### src/rtl/instr_fetch_queue_if.sv
// Fetch-queue bus: imem port, redirect port and the
// decode-facing valid/ready head of the queue.
interface instr_fetch_queue_if #(
    parameter int DEPTH = 4
);
    localparam int CW = $clog2(DEPTH) + 1;

    logic [31:0]   imem_addr;
    logic [31:0]   imem_data;
    logic          redirect_valid;
    logic [31:0]   redirect_pc;
    logic [31:0]   instr_out;
    logic [31:0]   pcplus4_out;
    logic          valid_out;
    logic          ready_in;
    logic [CW-1:0] count;
    logic          halted;

    modport slave (
        output imem_addr,
        input  imem_data,
        input  redirect_valid,
        input  redirect_pc,
        output instr_out,
        output pcplus4_out,
        output valid_out,
        input  ready_in,
        output count,
        output halted
    );

    modport master (
        input  imem_addr,
        output imem_data,
        output redirect_valid,
        output redirect_pc,
        input  instr_out,
        input  pcplus4_out,
        input  valid_out,
        output ready_in,
        input  count,
        input  halted
    );
endinterface

### src/rtl/instr_fetch_queue.sv
// Sequential fetch front end: fetch PC, {instr, pc+4} FIFO,
// redirect flush and halt-word freeze.
module instr_fetch_queue #(
    parameter int          DEPTH     = 4,
    parameter logic [31:0] RESET_PC  = 32'h0000_0000,
    parameter logic [31:0] HALT_WORD = 32'hFFFF_FFFF
) (
    input logic                 CLK,
    input logic                 RSTn,
    instr_fetch_queue_if.slave  bus
);
    localparam int PW = $clog2(DEPTH);
    localparam int CW = PW + 1;
    localparam logic [CW-1:0] FULL = CW'(DEPTH);

    logic [31:0]   fetchPc;
    logic [31:0]   fetchPcNext;
    logic [31:0]   pcPlus4;
    logic [31:0]   instrMem [DEPTH];
    logic [31:0]   pcMem    [DEPTH];
    logic [PW-1:0] rdPtr;
    logic [PW-1:0] rdPtrNext;
    logic [PW-1:0] wrPtr;
    logic [PW-1:0] wrPtrNext;
    logic [CW-1:0] cnt;
    logic [CW-1:0] cntNext;
    logic          haltedQ;
    logic          haltedNext;

    logic redir;
    logic headValid;
    logic full;
    logic isHalt;
    logic pop;
    logic push;

    assign redir     = bus.redirect_valid;
    assign headValid = (cnt != '0);
    assign full      = (cnt == FULL);
    assign isHalt    = (bus.imem_data == HALT_WORD);
    assign pcPlus4   = fetchPc + 32'd4;

    // Redirect wins: the head shown this cycle is dropped, not popped.
    assign pop  = headValid & bus.ready_in & ~redir;
    assign push = ~haltedQ & ~redir & (~full | pop);

    always_comb begin
        fetchPcNext = fetchPc;
        if (redir)
            fetchPcNext = bus.redirect_pc;
        else if (push && !isHalt)
            fetchPcNext = pcPlus4;
    end

    always_comb begin
        haltedNext = haltedQ;
        if (redir)
            haltedNext = 1'b0;
        else if (push && isHalt)
            haltedNext = 1'b1;
    end

    always_comb begin
        wrPtrNext = wrPtr;
        rdPtrNext = rdPtr;
        if (redir) begin
            wrPtrNext = '0;
            rdPtrNext = '0;
        end else begin
            if (push)
                wrPtrNext = wrPtr + 1'b1;
            if (pop)
                rdPtrNext = rdPtr + 1'b1;
        end
    end

    always_comb begin
        cntNext = cnt;
        unique case (1'b1)
            redir:          cntNext = '0;
            push && !pop:   cntNext = cnt + 1'b1;
            pop  && !push:  cntNext = cnt - 1'b1;
            default:        cntNext = cnt;
        endcase
    end

    always_ff @(posedge CLK or negedge RSTn) begin
        if (!RSTn) begin
            fetchPc <= RESET_PC;
            rdPtr   <= '0;
            wrPtr   <= '0;
            cnt     <= '0;
            haltedQ <= 1'b0;
        end else begin
            fetchPc <= fetchPcNext;
            rdPtr   <= rdPtrNext;
            wrPtr   <= wrPtrNext;
            cnt     <= cntNext;
            haltedQ <= haltedNext;
        end
    end

    // Storage needs no reset: outputs are gated by the occupancy count.
    always_ff @(posedge CLK) begin
        if (push) begin
            instrMem[wrPtr] <= bus.imem_data;
            pcMem[wrPtr]    <= pcPlus4;
        end
    end

    assign bus.imem_addr   = fetchPc;
    assign bus.valid_out   = headValid;
    assign bus.instr_out   = headValid ? instrMem[rdPtr] : 32'd0;
    assign bus.pcplus4_out = headValid ? pcMem[rdPtr] : 32'd0;
    assign bus.count       = cnt;
    assign bus.halted      = haltedQ;
endmodule

### src/flat_wrapper.sv
// flat-port wrapper written by rule: the top's interface ports become plain ports
module instr_fetch_queue_flat 
#(
    parameter int          DEPTH     = 4,
    parameter logic [31:0] RESET_PC  = 32'h0000_0000,
    parameter logic [31:0] HALT_WORD = 32'hFFFF_FFFF
)
  (CLK, RSTn, bus_imem_addr, bus_imem_data, bus_redirect_valid, bus_redirect_pc, bus_instr_out, bus_pcplus4_out, bus_valid_out, bus_ready_in, bus_count, bus_halted);
  instr_fetch_queue_if #(.DEPTH(DEPTH)) bus_i ();
  input logic CLK;
  input logic RSTn;
  output wire logic [$bits(bus_i.imem_addr)-1:0] bus_imem_addr;
  input wire logic [$bits(bus_i.imem_data)-1:0] bus_imem_data;
  input wire logic [$bits(bus_i.redirect_valid)-1:0] bus_redirect_valid;
  input wire logic [$bits(bus_i.redirect_pc)-1:0] bus_redirect_pc;
  output wire logic [$bits(bus_i.instr_out)-1:0] bus_instr_out;
  output wire logic [$bits(bus_i.pcplus4_out)-1:0] bus_pcplus4_out;
  output wire logic [$bits(bus_i.valid_out)-1:0] bus_valid_out;
  input wire logic [$bits(bus_i.ready_in)-1:0] bus_ready_in;
  output wire logic [$bits(bus_i.count)-1:0] bus_count;
  output wire logic [$bits(bus_i.halted)-1:0] bus_halted;
  assign bus_imem_addr = bus_i.imem_addr;
  assign bus_i.imem_data = bus_imem_data;
  assign bus_i.redirect_valid = bus_redirect_valid;
  assign bus_i.redirect_pc = bus_redirect_pc;
  assign bus_instr_out = bus_i.instr_out;
  assign bus_pcplus4_out = bus_i.pcplus4_out;
  assign bus_valid_out = bus_i.valid_out;
  assign bus_i.ready_in = bus_ready_in;
  assign bus_count = bus_i.count;
  assign bus_halted = bus_i.halted;
  instr_fetch_queue #(.DEPTH(DEPTH), .RESET_PC(RESET_PC), .HALT_WORD(HALT_WORD)) u_core (.CLK(CLK), .RSTn(RSTn), .bus(bus_i));
endmodule
### config.mk
export PLATFORM = sky130hd
export DESIGN_NAME = instr_fetch_queue_flat
export DESIGN_NICKNAME = d
export VERILOG_FILES = /design/src/rtl/instr_fetch_queue_if.sv /design/src/rtl/instr_fetch_queue.sv /design/src/flat_wrapper.sv
export SDC_FILE = /design/constraint.sdc
export NUM_CORES = 1
export LEC_CHECK = 0
export BUFFER_PORTS_ARGS = -buffer_cell sky130_fd_sc_hd__buf_2
export CAP_MARGIN = 20
export CORE_MARGIN = 8
export CORE_UTILIZATION = 45
export DETAILED_ROUTE_END_ITERATION = 10
export SLEW_MARGIN = 5
export SYNTH_ARGS = -nofsm -noshare
export SYNTH_HDL_FRONTEND = slang
export SYNTH_SLANG_ARGS = --single-unit
### constraint.sdc
create_clock -name CLK -period 3.45 [get_ports CLK]
set_input_delay 0 -clock CLK [delete_from_list [all_inputs] [get_ports CLK]]
set_output_delay 0 -clock CLK [all_outputs]
set_load 0.01 [all_outputs]
## Word level (Yosys, flattened, before mapping)

Memory sizes are Yosys's and may differ from the RTL's.
Cells that the tools add are included.

- Flip-flop bits (word level): 40
- Memory bits (writable): 256
- Input port bits: 68
- Output and inout bits: 101
- Word-level logic and storage cells: 48
- Memories: 2

- $add $sub $neg: 5
- Eq/ne operators: 2
- Mux-type cells: 13
- Bitwise operators: 8
- Reductions and logical operators: 13

Memories:

| memory | words | width | read ports | clocked after Yosys merged registers in | wr ports | line | RTL |
|---|---|---|---|---|---|---|---|
| u_core.instrMem | 4 | 32 | 1 | 0 | 1 | instr_fetch_queue.sv:19 | `logic [31:0] instrMem [DEPTH];` |
| u_core.pcMem | 4 | 32 | 1 | 0 | 1 | instr_fetch_queue.sv:20 | `logic [31:0] pcMem [DEPTH];` |

Operators by type and width:

| operator | count |
|---|---|
| $mux W32 | 4 |
| $add A32 B3 Y32 const B | 1 |
| $eq A32 B32 Y1 const B | 1 |
| $pmux W3 S3 | 1 |
| $mux W2 | 4 |
| $reduce_bool A2 Y1 | 4 |
| $reduce_bool A3 Y1 | 2 |
| $add A2 B1 Y2 const B | 2 |
| $and A1 B1 Y1 | 4 |
| $logic_and A1 B1 Y1 | 4 |
| $mux W1 | 4 |
| $add A3 B1 Y3 const B | 1 |
| $eq A3 B3 Y1 const B | 1 |
| $logic_not A1 Y1 | 3 |
| $not A1 Y1 | 3 |
| $sub A3 B1 Y3 const B | 1 |
| $or A1 B1 Y1 | 1 |

## Depth between registers and ports, before layout

Gate-level depths: netlist of run 1.

- Depth in word-level cells: 8
- Depth in mapped cells: 10
- Depth with buffers taken out: 8

## Worst setup path before layout of run 1

Ideal clock, no wire load.

- Path kind: register -> register
- From: register u_core.cnt[0], in the netlist u_core.bus.count[0]
- To: memory u_core.instrMem[1][0], enable pin
- Setup time: 429 ps
- Arrival time: 2821 ps
- Required time: 3021 ps
- Slack: 200 ps
- Cell stages (with the launch flop): 5
- Buffers on the path: 1
- Period minus slack after synthesis: 3250 ps
- Cells stage by stage: dfrtp_1 -> clkbuf_1 -> nor4b_1 -> nor3_1 -> and2_1

- Word-level cells in the longest chain between the ends: 7
- Elaborated cells between the ends (all ways): 9
- Those cells by class: eq/ne (1); mux (2); bitwise (5); reduce/logical (1)

RTL lines:

| what | line | RTL |
|---|---|---|
| start, declared | instr_fetch_queue.sv:25 | `logic [CW-1:0] cnt;` |
| start signal, assigned | instr_fetch_queue.sv:98 | `cnt <= cntNext;` |
| $reduce_bool A3 Y1 | instr_fetch_queue.sv:38 | `assign headValid = (cnt != '0);` |
| $and A1 B1 Y1 (2 in series) | instr_fetch_queue.sv:44 | `assign pop = headValid & bus.ready_in & ~redir;` |
| $or A1 B1 Y1 (*) | instr_fetch_queue.sv:45 | `assign push = ~haltedQ & ~redir & (~full \| pop);` |
| $and A1 B1 Y1 (*) | instr_fetch_queue.sv:45 |  |
| $mux W1 (*) | instr_fetch_queue.sv:105 | `if (push) begin` |
| $mux W1 (not written as such) (*) | instr_fetch_queue.sv:106 | `instrMem[wrPtr] <= bus.imem_data;` |
| end, declared | instr_fetch_queue.sv:19 |  |

Every way passes the cells marked *; elsewhere a longest branch is shown, timed or not.

## Worst setup path in the final report of run 1

- From: register u_core.rdPtr[0]
- To: output port bus_pcplus4_out[16]

- Word-level cells in the longest chain between the ends: 2

RTL lines:

| what | line | RTL |
|---|---|---|
| start, declared | instr_fetch_queue.sv:21 | `logic [PW-1:0] rdPtr;` |
| start signal, assigned | instr_fetch_queue.sv:96 | `rdPtr <= rdPtrNext;` |
| $mem_v2 Z4 W32 | -- |  |
| $mux W32 | instr_fetch_queue.sv:114 | `assign bus.pcplus4_out = headValid ? pcMem[rdPtr] : 32'd0;` |
| end, declared | flat_wrapper.sv:17 | `output wire logic [$bits(bus_i.pcplus4_out)-1:0] bus_pcplus4_out;` |

Every way passes these cells.

==> results of run 1 <==
==> final timing paths <==
check,cells after the start,slack (ns),to,startpoint
setup / recovery,4,0.80,bus_pcplus4_out[16],u_core.rdPtr[0]$_DFFE_PN0P_
max in group asynchronous,3,2.68,u_core.bus.imem_addr[7]$_DFFE_PN0P_,RSTn
hold reg to reg,0,0.55,u_core.pcMem[3][1]$_DFFE_PP_,u_core.bus.imem_addr[1]$_DFFE_PN0P_
min in group CLK,2,0.23,u_core.instrMem[0][3]$_DFFE_PP_,bus_imem_data[3]
setup reg to reg,5,1.00,u_core.bus.imem_addr[30]$_DFFE_PN0P_,u_core.bus.imem_addr[5]$_DFFE_PN0P_
hold / removal,2,0.05,u_core.bus.imem_addr[18]$_DFFE_PN0P_,RSTn
==> layout make-up <==
cell class	count	area (um^2)
Timing Repair Buffer	250	1680
Inverter	7	26.3
Fill cell	2269	12100
Sequential cell	296	8700
Multi-Input combinational cell	397	3630
Clock inverter	21	225
Clock buffer	35	791
Tap cell	378	473
==> kinds of logic after synthesis <==
logic type                 Yosys count  synth area share, %
adders and majority gates            6                0.658
xor gates and xnor gates            32                 2.23
DFF                                296                 69.3
muxes                               67                 11.8
and+or+nand+nor                    224                 10.5
AOI/OAI and AO/OA                   68                 3.73
buffers and inverters               56                 1.90
==> where the power goes <==
group	switching, W	internal [W]	total, W	leakage, nW
Combinational	0.000794	0.000709	0.00150	2.14
Sequential	0.000172	0.00418	0.00436	2.80
Clock	0.00133	0.00200	0.00333	0.504
==> registers in the layout, summed over array words and instances, names as in the netlist <==
name	flops
u_core.bus.halted	1
u_core.instrMem	128
u_core.bus.imem_addr	32
u_core.pcMem	128
u_core.rdPtr	2
u_core.bus.count	3
u_core.wrPtr	2
==> metal layers <==
metal	wire, um	up-vias
met5	0	-
met4	518	0
met3	1980	37
met2	14000	218
met1	13500	3786
li1	-	3450
==> synth_stat cells (all sizes together), types with 16 or more instances <==
library cell	instances	area, um^2
edfxtp	256	7690
and2	70	439
mux4	64	1440
nor2	45	169
dfrtp	40	1000
clkbuf	32	120
a31oi	28	175
or4	28	221
xnor2	27	236
o31ai	24	180
nand3	21	105
buf	17	91.3
nand2	16	62.6
==> stage by stage <==
stage	area (um^2)	power (W)	instances
finish	15500	0.00919	1384
global route	15500	0.00958	1384
CTS	15500	0.00930	1383
detailed placement	13800	0.00591	1257
global placement	13800	0.00589	1257
floorplan	12500	0.00528	749
==> results.py, run 1 <==
metrics = {
    "min_path": {
        "hp-class": "in2async",
    },
    "setup_path": {
        "endpoint_kind": "primary output",
        "critPathMaxFanout": 32,
        "critPathBufInv": 2,
        "slowest_delay_ns": 0.88,
        "critPathSlowestCell": "dfrtp_4",
        "crit_required_ns": 3.45,
        "cp_data_arrival_time_ns": 2.65,
        "criticalPathCategory": "reg2out",
        "cp_cell_sequence": "buf_4 > mux4_2 > and2_1 > buf_2",
        "start_kind": "flip-flop",
        "path_delay_family": "flip-flops",
    },
    "routing": {
        "dr.pass1.iters": 7,
        "dr_total_vias": 7491,
        "drtAntennaViolNets": 0,
        "routed_wl_um": 30000,
        "drc_errors": 0,
        "drt_iter0_drc": 455,
        "wl_per_cell_um": 21.7,
        "viasPerCell": 5.41,
    },
    "clocking": {
        "cts_sinks": 296,
        "path_clk_slew_ns": 0.06,
        "hold_buffers": 70,
        "insertion_delay_ns": 0.55,
        "cts_tree": "built",
        "cts-resized-gates": 0,
        "numCtsBuffers": 30,
        "cts_setup_buffers": 0,
        "cts_root_buffer": "clkbuf_16",
        "htree_num_levels": 1,
        "cts.path.max_buffers": 3,
    },
    "global_routing": {
        "grt_pass1_vias": 7992,
        "use_met3_pct": 4.06,
        "grtUsageTotal_pct": 17.9,
        "grtUsageMet2_pct": 28.6,
        "gr-total-overflow": 0,
        "grt_pass1_wl_um": 46800,
        "grt_start_max_net_pins": 68,
        "grt_use_met1_pct": 24.8,
        "busiest_layer": "met2",
        "antenna_found_initial": 0,
    },
    "sta": {
        "tns_ns": 0,
        "period_needed_ns": 2.65,
        "min_period_over_period_pct": 77.0,
        "hold_slack_ns": 0.0547,
        "finalMaxSlewViolations": 0,
        "max_slew_margin_pct": 28.5,
        "fin_skew_ns": 0.00897,
        "grt_setup_unrepaired": "no",
        "worstMarginPinSlew_ns": 1.07,
        "hold_viol_final": 0,
        "max_freq_ghz": 0.377,
        "finalSetupViolations": 0,
        "worst_slack_ns": 0.795,
    },
    "finish": {
        "layout_common_cells": "256 x edfxtp_1, 168 x buf_2, 70 x dlygate4sd3_1",
        "layout_commonest_cell": "edfxtp_1",
        "fin_util_pct": 56.2,
        "area_growth_pct": 23.7,
        "antenna_cells": 0,
        "drive_gt1_share_pct": 30.6,
        "finalNetCount": 1056,
    },
    "pwr": {
        "power.density_mw_per_mm2": 592,
        "peakVddDrop_mv": 0.322,
        "power_leakage_nw": 5.44,
    },
    "floorplanning": {
        "start_util_pct": 45.4,
        "dieArea_mm2": 0.0335,
        "die_y_um": 183,
        "die_x_um": 183,
        "rows": 61,
        "fp.coreArea_mm2": 0.0276,
        "ios": 169,
    },
    "logic_synthesis": {
        "ys_seq_area_share_pct": 69.3,
        "synth.distinct_cells": 48,
        "synth_edf_count": 256,
        "syn_area_per_cell_um2": 16.7,
        "ys.flop_type": "edfxtp_1",
        "async_flop_share_pct": 13.5,
        "netlist_area_mm2": 0.0125,
        "synth_nets": 823,
        "postSynthCellCount": 749,
        "synth_warnings": 0,
        "ys_ff_latch": 296,
    },
    "place": {
        "place.gp.congestion": 0.762,
        "dp_slack_ns": 1.01,
        "io_buffers": 168,
        "hpwl_um": 17600,
    },
    "run_status": {
        "status": "complete, no violations",
    },
    "flow_run": {
        "drv_cap": 0,
    },
}
Note: power is estimated with default switching activity, not from simulation.
==> inputs of run 2 (changes only) <==
Settings changed: PLACE_DENSITY set to 0.67.
Clock period 3.45 ns to 2.3 ns, I/O delays scaled along.
==> run 2 against run 1 <==
- global-route usage is essentially flat
- critical endpoint is now u_core.bus.imem_addr[27]$_DFFE_PN0P_
- core utilization grew 1.9 points
- clock skew grew 0.015 ns
- total power grew 53%
- largest power group unchanged
- clock-buffer cell count grew 4
- final cell count grew 3.5%
- combinational power grew 70%
- sequential share of layout area shrank 1.9 points
- critical path depth grew 1
- largest cell class unchanged
- highest routed layer unchanged
==> results.py, run 2 (synthesis gave the netlist of run 1 again) <==
metrics = {
    "floorplanning": {
        "ios": 169,
        "die_x_um": 183,
        "rows": 61,
        "start_util_pct": 45.4,
        "die_y_um": 183,
        "dieArea_mm2": 0.0335,
        "fp.coreArea_mm2": 0.0276,
    },
    "sta": {
        "worstMarginPinSlew_ns": 0.639,
        "grt_setup_unrepaired": "no",
        "max_freq_ghz": 0.458,
        "finalSetupViolations": 0,
        "max_slew_margin_pct": 57.4,
        "period_needed_ns": 2.18,
        "fin_skew_ns": 0.0237,
        "hold_viol_final": 0,
        "min_period_over_period_pct": 94.8,
        "tns_ns": 0,
        "finalMaxSlewViolations": 0,
    },
    "clocking": {
        "htree_num_levels": 1,
        "cts.path.max_buffers": 3,
        "insertion_delay_ns": 0.56,
        "cts_tree": "built",
        "cts_sinks": 296,
        "cts_root_buffer": "clkbuf_16",
        "path_clk_slew_ns": 0.06,
        "numCtsBuffers": 30,
    },
    "routing": {
        "wl_per_cell_um": 20.9,
        "routed_wl_um": 29900,
        "dr.pass1.iters": 5,
        "dr_total_vias": 7778,
        "drtAntennaViolNets": 0,
        "drc_errors": 0,
        "drt_iter0_drc": 497,
        "viasPerCell": 5.43,
    },
    "global_routing": {
        "grtUsageTotal_pct": 17.9,
        "antenna_found_initial": 0,
        "grt_pass1_vias": 8106,
        "grt_start_max_net_pins": 68,
        "gr-total-overflow": 0,
        "grt_pass1_wl_um": 47000,
    },
    "pwr": {
        "internal_power_w": 0.0106,
        "power_leakage_nw": 5.71,
        "power.density_mw_per_mm2": 878,
        "pwr-share-clk_pct": 36.4,
        "seq_power_share_pct": 45.5,
        "pwr-share-comb_pct": 18.1,
        "p_sw_share_pct": 24.6,
        "peakVddDrop_mv": 0.536,
        "switchingPower_w": 0.00347,
    },
    "finish": {
        "finalNetCount": 1104,
        "seq_area_mm2": 0.00869,
        "layoutNonFillerInstCount": 1432,
        "layout_commonest_cell": "edfxtp_1",
        "area_growth_pct": 28.0,
        "antenna_cells": 0,
        "multi_input_area_mm2": 0.00364,
        "fill_cells": 2160,
        "drive_gt1_share_pct": 34.0,
        "layout_common_cells": "256 x edfxtp_1, 168 x buf_2, 72 x dlygate4sd3_1",
    },
    "place": {
        "io_buffers": 168,
        "hpwl_um": 19400,
        "place.gp.congestion": 0.896,
        "placed_cells": 1301,
    },
    "min_path": {
        "hp-start": "bus_imem_data[7]",
        "hp-class": "in2reg",
        "holdPathStages": 2,
        "worstHoldEndpoint": "u_core.instrMem[2][7]$_DFFE_PP_",
    },
    "setup_path": {
        "critPathMaxFanout": 5,
        "r2r_cells": 5,
        "criticalPathCategory": "reg2reg",
        "cp_data_arrival_time_ns": 2.66,
        "reg2reg_slack_ns": 0.12,
        "worstReg2RegStart": "u_core.bus.imem_addr[6]$_DFFE_PN0P_",
        "crit_required_ns": 2.78,
        "reg2reg_to": "u_core.bus.imem_addr[27]$_DFFE_PN0P_",
        "critPathLaunch": "u_core.bus.imem_addr[6]$_DFFE_PN0P_",
        "start_kind": "flip-flop",
        "cp_cell_sequence": "and4_1 > nand4_2 > or4_4 > or4_1 > a31oi_1",
        "slowest_delay_ns": 0.57,
        "endpoint_kind": "flip-flop",
        "critPathSlowestCell": "or4_4",
    },
    "run_status": {
        "status": "complete, no violations",
    },
    "flow_run": {
        "drv_cap": 0,
    },
}
==> run 2: area by class of cell <==
class                   instances  share of cell area [%]
well taps                     378                    2.95
multi-input cells             397                    22.7
inverters                       7                   0.164
flip-flops and latches        296                    54.2
clock buffers                  39                    5.01
clock inverters                17                    1.59
repair buffers                298                    13.5
==> run 2: critical path: cells and delay by family (launching register included) <==
kind             cells  cell delay [ns]
AND/OR/NAND/NOR      4             1.58
flip-flops           1             0.35
AO/OA/AOI/OAI        1             0.17
==> run 2: how the worst max path moves through the flow <==
stage	depth (start not counted)	to
final	5	u_core.bus.imem_addr[27]$_DFFE_PN0P_
after global routing	6	u_core.bus.imem_addr[30]$_DFFE_PN0P_
after CTS	6	u_core.rdPtr[0]$_DFFE_PN0P_
after detailed placement	6	u_core.bus.imem_addr[30]$_DFFE_PN0P_
after global placement	6	u_core.bus.imem_addr[30]$_DFFE_PN0P_
after floorplan	3	u_core.instrMem[1][0]$_DFFE_PP_
==> run 2: power groups by stage <==
stage	Sequential [W]	Combinational [W]	Clock, W
2_1_floorplan	0.00653	0.00139	0
3_3_place_gp	0.00653	0.00242	0
3_5_place_dp	0.00655	0.00245	0
4_1_cts	0.00642	0.00259	0.00523
5_1_grt	0.00645	0.00279	0.00545
6_report	0.00641	0.00255	0.00513
==> run 2: metal layers <==
layer,up-vias,GRT usage [%],share of wire (%)
met5,-,0,0
met4,0,3.32,1.1
li1,3555,-,-
met2,282,28.8,48
met3,27,3.96,7.6
met1,3914,25.0,44
==> run 2: through the flow <==
| step | util [%] | power [W] | instance area, um^2 | hold WS (ns) | setup slack (ns) |
|---|---|---|---|---|---|
| 6_report | 58.1 | 0.0141 | 16100 | 0.211 | 0.119 |
| 5_1_grt | 58.1 | 0.0147 | 16100 | 0.204 | 0.0182 |
| 4_1_cts | 58.0 | 0.0142 | 16000 | 0.194 | 0.0485 |
| 3_5_place_dp | 51.5 | 0.00900 | 14200 | 0.0548 | 0.0670 |
| 3_3_place_gp | 51.5 | 0.00895 | 14200 | 0.0650 | 0.122 |
| 2_1_floorplan | - | 0.00793 | 12600 | -0.296 | -0.217 |
==> run 2: repair_timing <==
action                     in CTS  in global routing
gates resized for setup         0                  4
setup endpoints to repair      52                  6
hold endpoints to repair      208                  0
setup buffers                   2                  1
hold buffers                   72                  0
pin swaps                       0                  0
==> inputs of run 3 (changes only) <==
Settings changed: CORE_UTILIZATION 45 to 52, PLACE_DENSITY 0.67 to 0.76, RECOVER_POWER set to 50.
==> run 3 against run 2 <==
- the flow now finishes with violations (max-capacitance violations, max-slew violations)
- final cell count is 4.4% lower
- global-route usage up 2.1 points
- maximum frequency decreased by 2.9%
- wire length fell by 1.3%
==> results.py, run 3 (synthesis gave the netlist of run 1 again) <==
metrics = {
    "sta": {
        "finalSetupViolations": 0,
        "period_needed_ns": 2.25,
        "max_slew_margin_pct": -5.48,
        "worst_slack_ns": 0.0535,
        "hold_viol_final": 0,
        "min_period_over_period_pct": 97.7,
        "fin_skew_ns": 0.00971,
        "finalMaxSlewViolations": 27,
        "worstMarginPinSlew_ns": 1.58,
        "max_freq_ghz": 0.445,
    },
    "flow_run": {
        "drv_cap": 1,
    },
    "place": {
        "place.gp.congestion": 0.846,
        "hpwl_um": 18500,
        "dp_slack_ns": 0.0322,
        "io_buffers": 168,
        "placed_area_mm2": 0.0141,
    },
    "clocking": {
        "path_clk_slew_ns": 0.06,
        "cts_root_buffer": "clkbuf_16",
        "numCtsBuffers": 30,
        "insertion_delay_ns": 0.54,
        "cts.path.max_buffers": 3,
        "cts_tree": "built",
        "htree_num_levels": 1,
        "cts_sinks": 296,
    },
    "finish": {
        "seq_area_mm2": 0.00869,
        "finalNetCount": 1094,
        "drive_gt1_share_pct": 27.3,
        "fill_cells": 1668,
        "final_area_mm2": 0.0157,
        "layout_commonest_cell": "edfxtp_1",
        "layout_common_cells": "256 x edfxtp_1, 111 x buf_2, 74 x clkbuf_1",
        "multi_input_area_mm2": 0.00363,
        "area_growth_pct": 25.5,
    },
    "floorplanning": {
        "rows": 57,
        "die_x_um": 171,
        "fp.coreArea_mm2": 0.0240,
        "die_y_um": 171,
        "start_util_pct": 52.2,
        "dieArea_mm2": 0.0293,
        "ios": 169,
    },
    "pwr": {
        "peakVddDrop_mv": 0.693,
        "power.density_mw_per_mm2": 877,
        "p_total_w": 0.0138,
        "power_leakage_nw": 5.46,
    },
    "routing": {
        "drc_errors": 0,
        "viasPerCell": 5.71,
        "drtAntennaViolNets": 0,
        "drt_iter0_drc": 599,
        "dr_total_vias": 7816,
        "dr.pass1.iters": 5,
        "wl_per_cell_um": 21.5,
        "routed_wl_um": 29500,
    },
    "run_status": {
        "violations": "max-capacitance violations, max-slew violations",
        "status": "complete, but fails checks",
    },
    "setup_path": {
        "crit_required_ns": 2.77,
        "endpoint_kind": "flip-flop",
        "critPathMaxFanout": 6,
        "start_kind": "flip-flop",
        "criticalPathCategory": "reg2reg",
        "cp_data_arrival_time_ns": 2.71,
    },
    "global_routing": {
        "grtUsageTotal_pct": 20.0,
        "grt_start_max_net_pins": 68,
        "gr-total-overflow": 0,
        "grt_pass1_vias": 7978,
        "grt_pass1_wl_um": 45400,
        "antenna_found_initial": 1,
    },
    "min_path": {
        "hp-class": "in2reg",
    },
}
-- run 3: metal layers --
| metal | global-route usage, % | vias to the layer above | part of all wire, % |
|---|---|---|---|
| li1 | - | 3523 | - |
| met1 | 27.6 | 3952 | 43 |
| met2 | 32.6 | 304 | 48 |
| met3 | 4.52 | 37 | 7.8 |
| met4 | 3.82 | 0 | 1.1 |
| met5 | 0 | - | 0 |
-- run 3: what timing repair did --
action                                  in CTS  in global routing
cloned                                       0                  0
setup buffers                                2                  2
resized for setup                            0                  4
hold endpoints to repair                   208                  0
hold buffers                                67                  0
endpoints found under the setup margin      54                 26
-- run 3: power breakdown --
part / internal, W / switching, W / total [W]
Clock: 0.00295 / 0.00195 / 0.00489
Combinational: 0.00115 / 0.00133 / 0.00248
Sequential: 0.00627 / 0.000154 / 0.00643
-- run 3: cell type report --
class,count,share of cell area (%)
Sequential cell,296,55.2
Multi-Input combinational cell,397,23.1
Timing Repair Buffer,288,12.6
Clock buffer,39,5.18
Tap cell,324,2.57
Clock inverter,17,1.22
Inverter,7,0.167
Antenna cell,1,0.0159
-- run 3: critical path, cell delays in order, from the launching register on --
cell	delay (ns)
dfrtp_1	0.39
ha_2	0.21
and2_2	0.21
nand4_2	0.14
or4_4	0.53
or4_1	0.52
a31oi_1	0.17
-- run 3: worst paths after layout --
check,start,end,slack (ns),cells after the start
worst min register to register,u_core.bus.imem_addr[0]$_DFFE_PN0P_,u_core.pcMem[3][0]$_DFFE_PP_,0.58,0
worst max register to register,u_core.bus.imem_addr[2]$_DFFE_PN0P_,u_core.bus.imem_addr[30]$_DFFE_PN0P_,0.05,6
min in group asynchronous,RSTn,u_core.bus.imem_addr[15]$_DFFE_PN0P_,0.40,2
worst min-delay path,bus_redirect_pc[12],u_core.bus.imem_addr[12]$_DFFE_PN0P_,0.27,4
max in group asynchronous,RSTn,u_core.bus.imem_addr[1]$_DFFE_PN0P_,0.69,3
worst max-delay path,u_core.bus.imem_addr[2]$_DFFE_PN0P_,u_core.bus.imem_addr[30]$_DFFE_PN0P_,0.05,6
-- run 3: stage by stage --
step | utilization (%) | instances | setup TNS (ns) | hold WS (ns)
2_1_floorplan | - | 749 | -55.55 | -0.296
3_3_place_gp | 58.8 | 1241 | 0 | 0.0356
3_5_place_dp | 58.8 | 1241 | 0 | 0.0549
4_1_cts | 65.9 | 1366 | 0 | 0.00539
5_1_grt | 65.5 | 1369 | -0.00867 | 0.262
6_report | 65.5 | 1369 | 0 | 0.268
